**src/rtl/ldl_hot2bin_pipe_pkg.sv**
```systemverilog
// ldl_hot2bin_pipe_pkg: shared constants and constant functions for the hot2bin pipe
package ldl_hot2bin_pipe_pkg;
  localparam int CNT_W_DEF = 8;
  function automatic int clog2(input int v);
    int r = 0;
    while ((1 << r) < v) r++;
    return r;
  endfunction
endpackage

```
**src/rtl/ldl_hot2bin_pipe_if.sv**
```systemverilog
// ldl_hot2bin_pipe_if: input/output stream handshake and error-counter signals
interface ldl_hot2bin_pipe_if
  import ldl_hot2bin_pipe_pkg::*;
#(
  parameter int WIDTH = 4,
  parameter int CNT_W = CNT_W_DEF
);
  logic                  in_valid;
  logic                  in_ready;
  logic [(1<<WIDTH)-1:0] x;
  logic                  out_valid;
  logic                  out_ready;
  logic [WIDTH-1:0]      y;
  logic                  err;
  logic                  cnt_clr;
  logic [CNT_W-1:0]      err_cnt;
  modport master (
    output in_valid, x, out_ready, cnt_clr,
    input  in_ready, out_valid, y, err, err_cnt
  );
  modport slave (
    input  in_valid, x, out_ready, cnt_clr,
    output in_ready, out_valid, y, err, err_cnt
  );
endinterface

```
**src/rtl/ldl_hot2bin_pipe_enc.sv**
```systemverilog
// ldl_hot2bin_pipe_enc: combinational one-hot to binary encoder with zero/multi-hot flag
module ldl_hot2bin_pipe_enc
  import ldl_hot2bin_pipe_pkg::*;
#(
  parameter int N = 16,
  localparam int W = clog2(N)
) (
  input  logic [N-1:0] x,
  output logic [W-1:0] y,
  output logic         err
);
  // OR together the indices of every set bit; exact for legal one-hot input
  always_comb begin
    y = '0;
    for (int i = 0; i < N; i++) y = x[i] ? (y | W'(i)) : y;
    err = (x == '0) | ((x & (x - N'(1))) != '0);
  end
endmodule

```
**src/rtl/ldl_hot2bin_pipe.sv**
```systemverilog
// ldl_hot2bin_pipe: two-stage one-hot to binary encoder with handshake and error count
module ldl_hot2bin_pipe
  import ldl_hot2bin_pipe_pkg::*;
#(
  parameter int WIDTH = 4,
  parameter int CNT_W = CNT_W_DEF
) (
  input logic             clk,
  input logic             rst,
  ldl_hot2bin_pipe_if.slave bus
);
  logic                  v1, v2, adv1, adv2, err_n;
  logic [(1<<WIDTH)-1:0] x_q;
  logic [WIDTH-1:0]      y_n;
  ldl_hot2bin_pipe_enc #(.N(1 << WIDTH)) enc (.x(x_q), .y(y_n), .err(err_n));
  assign adv2          = !v2 | bus.out_ready;
  assign adv1          = !v1 | adv2;
  assign bus.in_ready  = adv1;
  assign bus.out_valid = v2;
  // S1 captures x, S2 captures the encoding; an advancing stage without data goes empty
  always_ff @(posedge clk) begin
    if (rst) begin
      v1          <= 1'b0;
      v2          <= 1'b0;
      x_q         <= '0;
      bus.y       <= '0;
      bus.err     <= 1'b0;
      bus.err_cnt <= '0;
    end else begin
      if (adv1) v1 <= bus.in_valid;
      if (adv1 && bus.in_valid) x_q <= bus.x;
      if (adv2) v2 <= v1;
      if (adv2 && v1) begin
        bus.y   <= y_n;
        bus.err <= err_n;
      end
      if (bus.cnt_clr) bus.err_cnt <= '0;
      else if (adv2 && v1 && err_n && bus.err_cnt != '1) bus.err_cnt <= bus.err_cnt + CNT_W'(1);
    end
  end
endmodule

```
**src/flat_wrapper.sv**
```systemverilog
// flat-port wrapper written by rule: the top's interface ports become plain ports
module ldl_hot2bin_pipe_flat import ldl_hot2bin_pipe_pkg::*;
#(
  parameter int WIDTH = 4,
  parameter int CNT_W = CNT_W_DEF
)
  (clk, rst, bus_in_valid, bus_x, bus_out_ready, bus_cnt_clr, bus_in_ready, bus_out_valid, bus_y, bus_err, bus_err_cnt);
  ldl_hot2bin_pipe_if #(.WIDTH(WIDTH), .CNT_W(CNT_W)) bus_i ();
  input logic clk;
  input logic rst;
  input wire logic [$bits(bus_i.in_valid)-1:0] bus_in_valid;
  input wire logic [$bits(bus_i.x)-1:0] bus_x;
  input wire logic [$bits(bus_i.out_ready)-1:0] bus_out_ready;
  input wire logic [$bits(bus_i.cnt_clr)-1:0] bus_cnt_clr;
  output wire logic [$bits(bus_i.in_ready)-1:0] bus_in_ready;
  output wire logic [$bits(bus_i.out_valid)-1:0] bus_out_valid;
  output wire logic [$bits(bus_i.y)-1:0] bus_y;
  output wire logic [$bits(bus_i.err)-1:0] bus_err;
  output wire logic [$bits(bus_i.err_cnt)-1:0] bus_err_cnt;
  assign bus_i.in_valid = bus_in_valid;
  assign bus_i.x = bus_x;
  assign bus_i.out_ready = bus_out_ready;
  assign bus_i.cnt_clr = bus_cnt_clr;
  assign bus_in_ready = bus_i.in_ready;
  assign bus_out_valid = bus_i.out_valid;
  assign bus_y = bus_i.y;
  assign bus_err = bus_i.err;
  assign bus_err_cnt = bus_i.err_cnt;
  ldl_hot2bin_pipe #(.WIDTH(WIDTH), .CNT_W(CNT_W)) u_core (.clk(clk), .rst(rst), .bus(bus_i));
endmodule
```
**config.mk**
```make
export PLATFORM = sky130hd
export DESIGN_NAME = ldl_hot2bin_pipe_flat
export DESIGN_NICKNAME = d
export VERILOG_FILES = /design/src/rtl/ldl_hot2bin_pipe_pkg.sv /design/src/rtl/ldl_hot2bin_pipe_if.sv /design/src/rtl/ldl_hot2bin_pipe_enc.sv /design/src/rtl/ldl_hot2bin_pipe.sv /design/src/flat_wrapper.sv
export SDC_FILE = /design/constraint.sdc
export NUM_CORES = 1
export LEC_CHECK = 0
export CAP_MARGIN = 5
export CORE_AREA = 4 4 70 72
export CTS_BUF_LIST = sky130_fd_sc_hd__clkbuf_8
export DETAILED_ROUTE_END_ITERATION = 7
export DIE_AREA = 0 0 74 76
export GPL_ROUTABILITY_DRIVEN = 0
export SLEW_MARGIN = 20
export SYNTH_ARGS = -nofsm -noshare
export SYNTH_HDL_FRONTEND = slang
export SYNTH_SLANG_ARGS = --single-unit
```
**constraint.sdc**
```tcl
create_clock -name clk -period 3 [get_ports clk]
set_input_delay 0.3 -clock clk [delete_from_list [all_inputs] [get_ports clk]]
set_output_delay 0.3 -clock clk [all_outputs]
set_load 0.005 [all_outputs]
```
==> results of run 1 <==
## layer usage
| metal | share of wire, % | vias to the layer above | wire length (um) | track usage (%) |
|---|---|---|---|---|
| li1 | - | 717 | - | - |
| met1 | 44 | 624 | 1470 | 13.8 |
| met2 | 49 | 33 | 1620 | 20.7 |
| met3 | 6.4 | 4 | 215 | 5.28 |
| met4 | 1.0 | 0 | 34 | 3.80 |
| met5 | 0 | - | 0 | 0 |
## layout make-up
type	instances	area, um2	share of cell area [%]
Multi-Input combinational cell	141	786	40.6
Sequential cell	31	621	32.0
Timing Repair Buffer	37	365	18.9
Clock buffer	7	96.3	4.97
Tap cell	52	65.1	3.36
Clock inverter	1	3.75	0.194
## worst reg2reg max path, stage by stage, from the launching register on
cell      delay (ps)
dfxtp_1          330
or4_4            580
and2_4           190
o311ai_4         260
a21oi_2          200
or4_1            540
a21oi_1          160
## cell families after synthesis
family          Yosys count  share of synthesized area, %
fa+ha+maj                 4                          2.95
flops                    31                          43.0
xor+xnor                  1                         0.607
compound gates           39                          17.3
simple gates             96                          32.9
mux                       1                         0.694
buf+inv                   9                          2.52
## placed cells by master (no fill, tap or decap), types with 2 or more instances in the layout
cell type	count
and3_1	4
clkdlybuf4s50_1	35
maj3_1	3
nand4_1	2
dfxtp_1	31
clkbuf_8	7
and2_1	2
o21ai_0	5
nor2b_1	2
a211oi_1	3
a21oi_1	22
o31ai_1	2
nand3_1	2
or4_1	5
nor3_1	8
nor4_1	4
nor3b_1	3
or3_1	5
nor2_1	14
nand2_1	40
buf_4	2
## metrics by stage
step / hold slack [ps] / utilization, %
after floorplan: 417 / -
after global placement: 472 / 42.8
after detailed placement: 480 / 42.8
after CTS: 489 / 45.1
after global routing: 532 / 45.1
final: 488 / 45.1
## path summary, 6_finish.rpt
kind	from	endpoint	slack, ps	depth (start not counted)
worst min register to register	u_core.x_q[3]	u_core.x_q[3]	490	2
worst max-delay path	u_core.x_q[8]	u_core.bus.err_cnt[3]	660	6
worst min-delay path	u_core.x_q[3]	u_core.x_q[3]	490	2
worst max register to register	u_core.x_q[8]	u_core.bus.err_cnt[3]	660	6
## sequential cells by signal, summed over array words and instances, names as in the netlist
register              flops
u_core.bus.err            1
u_core.bus.err_cnt        8
u_core.bus.y              4
u_core.x_q               16
u_core.v1                 1
u_core.bus.out_valid      1
## report_power, final
group          switching (uW)  leakage [uW]  internal [uW]
clock                     150     0.0000557            206
sequential               19.3      0.000254            431
combinational            70.8      0.000401           74.5
==> key figures, run 1 <==
STA
  • Final max-slew violation count: 0
  • Final Hold Viols: 0
  • Final setup viols: 0
  • Max Clock Freq: 428 MHz
  • Max-Slew Margin vs Limit: 62.3%
  • Setup_tns: 0 ps
  • Clk_skew: 2.53 ps
  • Final Cycle Share: 77.9%
  • RSZ-0062 raised after global routing: false
  • Worst setup margin: 663 ps
  • Post-layout min period: 2340 ps
  • Slew @ Worst Pin: 565 ps

Floorplanning
  • Initial Util: 33.6%
  • Core box area: 4290 um2
  • DIE HEIGHT: 76 um
  • I/O Pins: 36
  • Die X: 74 um
  • Rows: 24
  • Die area: 5620 um2

Synth
  • Count leader, synth: nand2_1
  • Syn Nets: 203
  • Syn Area/Cell: 7.97 um2
  • Gate Count Post-Synth: 181
  • Synth warnings: 0
  • Synth top area share: 43.0%
  • Share of synthesized registers carrying an async set or reset: 0%
  • Post-Syn Area: 1440 um2
  • Synth top area cells: dfxtp_1 43%, nand2_1 10%, a21oi_1 7.6%
  • Synth cell count leaders: 40 x nand2_1, 31 x dfxtp_1, 22 x a21oi_1, 14 x nor2_1, 8 x nor3_1
  • Yosys top cell by area: dfxtp_1
  • Yosys reg bits: 31
  • Dominant synthesized flop cell: dfxtp_1
  • Sequential area share after synthesis: 43.0%
  • Post-synth EDFFs: 0
  • Distinct cells, synth: 35

Global routing
  • GRT Resource Usage Total: 12.3%
  • Largest net degree at the start of global routing: 27
  • Vias in the first global route: 1256
  • Grt total ovfl: 0
  • Initial antenna violation count: 0
  • First-pass GRT wire length: 5430 um

Route
  • Drc violations: 0
  • Avg Vias per Cell: 5.12
  • Final WL: 3330 um
  • WL/cell: 12.4 um
  • Post-DRT Antenna Nets: 0
  • Vias: 1378
  • Initial drt markers: 53
  • Pre-antenna DRT Iters: 5

Layout
  • Final Cell Area: 1940 um2
  • Layout cells sized above 1: 6.45%
  • Finished Layout Cells: 269
  • ANT cells: 0
  • Fin nets: 238
  • Area grow syn2layout: 34.3%
  • Fill cells: 446

Power
  • Power, Total: 952 uW
  • Max IR drop VDD: 219 uV
  • Power per cell area: 491 nW/um2
  • Pleak: 0.000711 uW

Placement
  • Inst Count DP: 261
  • Detailed Place HPWL: 2500 um
  • Place WS: 650 ps
  • Placed cell area: 1840 um2
  • # port buffers: 35

Critical path
  • CP max stage cell: or4_4
  • Worst Path Required: 3210 ps
  • WS Path Type: flip-flop to flip-flop
  • Crit path cell chain: or4_4, and2_4, o311ai_4, a21oi_2, or4_1, a21oi_1
  • CP endpoint kind: flip-flop
  • CP Launch Type: flip-flop
  • Crit-path max FO: 16
  • Crit path max-delay family: simple AND/OR/NAND/NOR gates
  • Worst path max stage delay: 580 ps
  • WP buf/inv: 0
  • Critical path arrival: 2550 ps

Clock tree
  • TritonCTS clock tree: built
  • Clock Tree Buf Depth: 2
  • # Post-CTS Setup Buffers: 0
  • Clock latency on the worst-skew pair: 280 ps
  • Clk slew on worst S/H paths: 60 ps
  • Inserted Clock Buffers: 5
  • Clock Sinks: 31
  • # H-tree levels: 2
  • Quantity of hold-fixing buffers added after cts: 0
  • Resize count post-CTS: 0
  • Root buf cell: clkbuf_8

Status
  • Outcome: complete, no violations

Job
  • Maxcap violations: 0

Worst hold path
  • Worst min path class: flip-flop to flip-flop
Power figures use the tool's default switching activity.
==> run 2: changes to the inputs <==
clock period = 2.2 ns   (was 3 ns; I/O delays follow)
==> run 2 against run 1 <==
Compared with the run above: combinational power grew 88%; sequential power grew 35%; critical endpoint is now u_core.bus.err_cnt[6]; non-clock buffer count grew 17; clock power grew 9.8%; die area is the same; clock skew grew 3.2 ps; sequential share of layout area shrank 2.4 points; final cell count grew 5.6%; wire length grew 6.5%; first-iteration DRC count shrank 9.4%; flip-flop and latch count is the same; final area grew 8.3%.
==> key figures, run 2 (synthesis gave the netlist of run 1 again) <==
Status
  • Outcome: complete, no violations

STA
  • Clk_skew: 5.73 ps (+3.20 ps)
  • Slew @ Worst Pin: 502 ps (-63.9 ps)
  • Max Clock Freq: 458 MHz (+7.0%)
  • Final setup viols: 0 (unchanged)
  • Post-layout min period: 2190 ps (-152 ps)
  • Final Cycle Share: 99.3% (+21 points)
  • Max-Slew Margin vs Limit: 66.5% (+4.2 points)
  • Final max-slew violation count: 0 (unchanged)
  • Final Hold Viols: 0 (unchanged)
  • RSZ-0062 raised after global routing: true

Global routing
  • Grt total ovfl: 0 (unchanged)
  • Met2 Usage GRT: 21.7% (+1.1 points)
  • Met3 usage: 3.17% (-2.1 points)
  • Vias in the first global route: 1319 (+5.0%)
  • Met1 usage: 15.8% (+2.0 points)
  • Gr busiest metal: met2
  • GRT Resource Usage Total: 13.0% (+0.71 points)
  • Initial antenna violation count: 0 (unchanged)
  • First-pass GRT wire length: 5840 um (+7.6%)
  • Largest net degree at the start of global routing: 24 (-11%)

Layout
  • Fin nets: 255 (+7.1%)
  • ANT cells: 0 (unchanged)
  • Top Registers: u_core.x_q x16, u_core.bus.err_cnt x8, u_core.bus.y x4
  • Most frequent cells in the layout: 40 x nand2_1, 35 x clkdlybuf4s50_1, 30 x dfxtp_1, 20 x a21oi_1, 18 x buf_4
  • Final Cell Area: 2100 um2 (+8.3%)
  • Layout cells sized above 1: 16.8% (+10 points)
  • Max reg flops: 16 (unchanged)
  • Commonest non-fill, non-tap cell in the layout: nand2_1
  • Fin util: 48.9% (+3.8 points)
  • Most flops, register: u_core.x_q
  • Area grow syn2layout: 45.4%

Critical path
  • Worst r2r src: u_core.x_q[11]
  • Worst Path Required: 2370 ps (-840 ps)
  • WS Path Type: flip-flop to flip-flop
  • Setup crit start: u_core.x_q[11]
  • CP endpoint kind: flip-flop
  • Crit-path max FO: 7 (-9)
  • Critical path arrival: 2350 ps (-200 ps)
  • CP Launch Type: flip-flop

Clock tree
  • Clock latency on the worst-skew pair: 270 ps (about the same)
  • Quantity of hold-fixing buffers added after cts: 0 (unchanged)
  • # H-tree levels: 2 (unchanged)
  • TritonCTS clock tree: built
  • Clock Sinks: 31 (unchanged)
  • Inserted Clock Buffers: 5 (unchanged)
  • Root buf cell: clkbuf_8
  • Clk slew on worst S/H paths: 60 ps (about the same)
  • Clock Tree Buf Depth: 2 (unchanged)

Worst hold path
  • HP Start: u_core.bus.y[3]
  • Worst min path class: flip-flop to flip-flop

Route
  • Post-DRT Antenna Nets: 0 (unchanged)
  • Vias: 1427 (+3.6%)
  • Pre-antenna DRT Iters: 4 (-1)
  • Drc violations: 0 (unchanged)
  • WL/cell: 12.5 um (+0.88%)
  • Final WL: 3550 um (+6.5%)
  • Initial drt markers: 48 (-9.4%)
  • Avg Vias per Cell: 5.02 (-1.9%)

Power
  • Pleak: 0.000796 uW (+12%)
  • Max IR drop VDD: 274 uV (+25%)
  • NetSw: 329 uW (+37%)
  • Power per cell area: 606 nW/um2 (+23%)
  • Seq pwr share: 47.8% (+0.4 points)
  • Internal: 943 uW (+33%)
  • Combinational power share: 21.5% (+6.2 points)
  • Clk pwr share: 30.7% (-6.7 points)
  • Switching share of power: 25.8% (+0.60 points)

Floorplanning
  • Core box area: 4290 um2 (unchanged)
  • Die X: 74 um (unchanged)
  • I/O Pins: 36 (unchanged)
  • Die area: 5620 um2 (unchanged)
  • Rows: 24 (unchanged)
  • Initial Util: 33.6% (unchanged)
  • DIE HEIGHT: 76 um (unchanged)

Placement
  • # port buffers: 35 (unchanged)
  • Placed cell area: 1960 um2 (+6.8%)
  • Detailed Place HPWL: 2740 um (+9.6%)

Job
  • Maxcap violations: 0 (unchanged)
-- run 2: cell types whose count changed in the layout (fill, tap and decap cells not counted), sizes merged --
cell / previous run / this run
buf: 2 / 19
clkbuf: 7 / 5
-- run 2: worst paths after layout --
| path | end | slack [ps] | depth (start not counted) |
|---|---|---|---|
| worst max register to register | u_core.bus.err_cnt[6] | 10 | 6 |
| worst min register to register | u_core.bus.y[3] | 490 | 2 |
| worst max-delay path | u_core.bus.err_cnt[6] | 10 | 6 |
| worst min-delay path | u_core.bus.y[3] | 490 | 2 |
-- run 2: what timing repair did --
action,CTS,global route
buffers inserted,0,2
pin swaps,2,2
resized for setup,6,6
setup endpoints to repair,8,5
-- run 2: through the flow --
step	instances	power (uW)	worst slack, ps	setup TNS, ps	hold slack, ps
2_1_floorplan	181	746	66.1	0	337
6_report	284	1270	15.0	0	489
5_1_grt	284	1340	-46.8	-53.5	493
4_1_cts	282	1270	0.536	0	486
3_5_place_dp	276	865	-68.7	-306	486
3_3_place_gp	276	861	4.29	0	487
-- run 2: area by class of cell --
cell class / instances / area [um2]
multi-input combinational: 141 / 833
clock buffer: 5 / 68.8
sequential: 31 / 622
clock inverter: 1 / 3.75
timing repair buffer: 54 / 505
tap: 52 / 65.1
fill: 455 / 2200
-- run 2: critical path, stage by stage, from the launching register on --
cell and delay, ps:
dfxtp_2 320, or4_4 550, and2_4 180, o311ai_4 250
a21oi_4 120, or4b_4 520, o211a_1 140
-- run 2: power groups by stage --
stage	sequential [uW]	clock, uW	combinational, uW
after floorplan	621	0	125
after global placement	619	0	242
after detailed placement	619	0	246
after CTS	607	404	261
after global routing	611	422	302
final	607	391	273
-- run 2: routing by layer --
layer,share of wire (%),vias to the layer above
met4,1.3,0
met1,44,651
met5,0,-
li1,-,746
met2,50,25
met3,4.0,5
==> run 3: changes to the inputs <==
PLACE_DENSITY_LB_ADDON = 0.08   (was unset)
clock period = 2.36 ns   (was 2.2 ns; I/O delays follow)
==> run 3 against run 2 <==
Compared with the run above: first-iteration DRC count grew 40%; global-route usage up 0.35 points; clock skew shrank 1.4 ps; critical path type unchanged; highest routed layer unchanged.
==> key figures, run 3 (synthesis gave the netlist of run 1 again) <==
Status
  • Outcome: complete, no violations

Layout
  • Max reg flops: 16 (unchanged)
  • Fin util: 47.0% (-1.8 points)
  • Finished Layout Cells: 277 (-2.5%)
  • Fin nets: 246 (-3.5%)
  • Commonest non-fill, non-tap cell in the layout: nand2_1
  • ANT cells: 0 (unchanged)
  • Layout cells sized above 1: 11.1% (-5.7 points)
  • Final Cell Area: 2020 um2 (-3.8%)
  • Area grow syn2layout: 40.0%
  • Fill cells: 440 (-3.3%)
  • Most frequent cells in the layout: 40 x nand2_1, 35 x clkdlybuf4s50_1, 31 x dfxtp_1, 22 x a21oi_1, 14 x nor2_1
  • Most flops, register: u_core.x_q
  • Top Registers: u_core.x_q x16, u_core.bus.err_cnt x8, u_core.bus.y x4

Route
  • Vias: 1401 (-1.8%)
  • Final WL: 3610 um (+1.7%)
  • Initial drt markers: 67 (+40%)
  • WL/cell: 13.0 um (+4.3%)
  • Pre-antenna DRT Iters: 4 (unchanged)
  • Post-DRT Antenna Nets: 0 (unchanged)
  • Drc violations: 0 (unchanged)
  • Avg Vias per Cell: 5.06 (+0.66%)

Global routing
  • GRT Resource Usage Total: 13.4% (+0.35 points)
  • Initial antenna violation count: 0 (unchanged)
  • Vias in the first global route: 1354 (+2.7%)
  • Grt total ovfl: 0 (unchanged)
  • Largest net degree at the start of global routing: 24 (unchanged)
  • First-pass GRT wire length: 5980 um (+2.2%)

STA
  • RSZ-0062 raised after global routing: false
  • Hold Worst Slack: 493 ps (+4.03 ps)
  • Final Cycle Share: 96.6% (-2.7 points)
  • Post-layout min period: 2280 ps (+95.9 ps)
  • Clk_skew: 4.29 ps (-1.44 ps)
  • Max Clock Freq: 438 MHz (-4.2%)
  • Worst setup margin: 79.1 ps (+64.1 ps)
  • Final setup viols: 0 (unchanged)
  • Final max-slew violation count: 0 (unchanged)
  • Final Hold Viols: 0 (unchanged)
  • Max-Slew Margin vs Limit: 64.5% (-2.0 points)
  • Slew @ Worst Pin: 532 ps (+30.8 ps)

Critical path
  • Crit-path max FO: 8 (+1)
  • Worst path max stage delay: 560 ps (about the same)
  • Worst Path Required: 2540 ps (+170 ps)
  • CP endpoint kind: flip-flop
  • Critical path arrival: 2460 ps (+110 ps)
  • CP max stage cell: or4_4
  • WS Path Type: flip-flop to flip-flop
  • Crit path cell chain: or4_4, and2_4, o311ai_4, a21oi_4, or4b_1, o211a_1
  • CP Launch Type: flip-flop

Placement
  • Detailed Place HPWL: 2660 um (-2.8%)
  • # port buffers: 35 (unchanged)
  • Placed cell area: 1890 um2 (-3.7%)
  • Inst Count DP: 268 (-2.9%)
  • Place WS: -8.28 ps (+60.4 ps)

Clock tree
  • Quantity of hold-fixing buffers added after cts: 0 (unchanged)
  • # H-tree levels: 2 (unchanged)
  • Root buf cell: clkbuf_8
  • Clock Tree Buf Depth: 2 (unchanged)
  • # Post-CTS Setup Buffers: 0 (unchanged)
  • Inserted Clock Buffers: 5 (unchanged)
  • Clock Sinks: 31 (unchanged)
  • TritonCTS clock tree: built
  • Clock latency on the worst-skew pair: 280 ps (about the same)
  • Clk slew on worst S/H paths: 60 ps (about the same)

Worst hold path
  • Worst min path class: flip-flop to flip-flop

Floorplanning
  • Die X: 74 um (unchanged)
  • I/O Pins: 36 (unchanged)
  • Core box area: 4290 um2 (unchanged)
  • Rows: 24 (unchanged)
  • Die area: 5620 um2 (unchanged)
  • DIE HEIGHT: 76 um (unchanged)
  • Initial Util: 33.6% (unchanged)

Power
  • Max IR drop VDD: 208 uV (-24%)
  • Power per cell area: 616 nW/um2 (+1.6%)
  • Pleak: 0.000752 uW (-5.5%)

Job
  • Maxcap violations: 0 (unchanged)
## run 3: changes by cell type in the layout (fill, tap and decap cells not counted), sizes merged
| cell | delta |
|---|---|
| clkbuf | +2 |
| a21oi | +1 |
| buf | -10 |
## run 3: where the power goes
group	leakage (uW)	total (uW)	switching, uW	internal [uW]
clock network	0.0000557	452	190	261
logic	0.000442	223	113	111
registers	0.000254	569	20.0	548
## run 3: worst paths after layout
| kind | from | to | slack, ps | depth (start not counted) |
|---|---|---|---|---|
| worst min register to register | u_core.x_q[8] | u_core.x_q[8] | 490 | 2 |
| worst max register to register | u_core.x_q[8] | u_core.bus.err_cnt[6] | 80 | 6 |
| worst min-delay path | u_core.x_q[8] | u_core.x_q[8] | 490 | 2 |
| worst max-delay path | u_core.x_q[8] | u_core.bus.err_cnt[6] | 80 | 6 |
## run 3: worst max-delay path: cells and delay by family, from the launching register on
family / cells / cell delay [ps]
and+or+nand+nor: 3 / 1270
AOI/OAI and AO/OA: 3 / 580
DFF: 1 / 330
## run 3: timing repair
| item | CTS | global route |
|---|---|---|
| setup endpoints to repair | 1 | 8 |
| resized for setup | 2 | 3 |
| gates cloned | 0 | 1 |
| pin swaps | 0 | 3 |
## run 3: through the flow
| stage | TNS, ps | total power [uW] |
|---|---|---|
| after floorplan | 0 | 695 |
| after global placement | 0 | 777 |
| after detailed placement | -8.28 | 782 |
| after CTS | 0 | 1240 |
| after global routing | 0 | 1310 |
| final | 0 | 1240 |
## run 3: area by class of cell
type / instances / area [um2] / share of cell area [%]
repair buffers: 44 / 418 / 20.7
clock inverters: 1 / 3.75 / 0.186
multi-input cells: 142 / 816 / 40.4
clock buffers: 7 / 96.3 / 4.77
well taps: 52 / 65.1 / 3.22
flip-flops and latches: 31 / 621 / 30.7
## run 3: per-layer routing
metal / GRT usage [%] / up-vias / share of wire [%]
li1: - / 733 / -
met1: 16.0 / 624 / 46
met2: 20.7 / 37 / 46
met3: 4.75 / 7 / 6.6
met4: 6.88 / 0 / 1.8
met5: 0 / - / 0
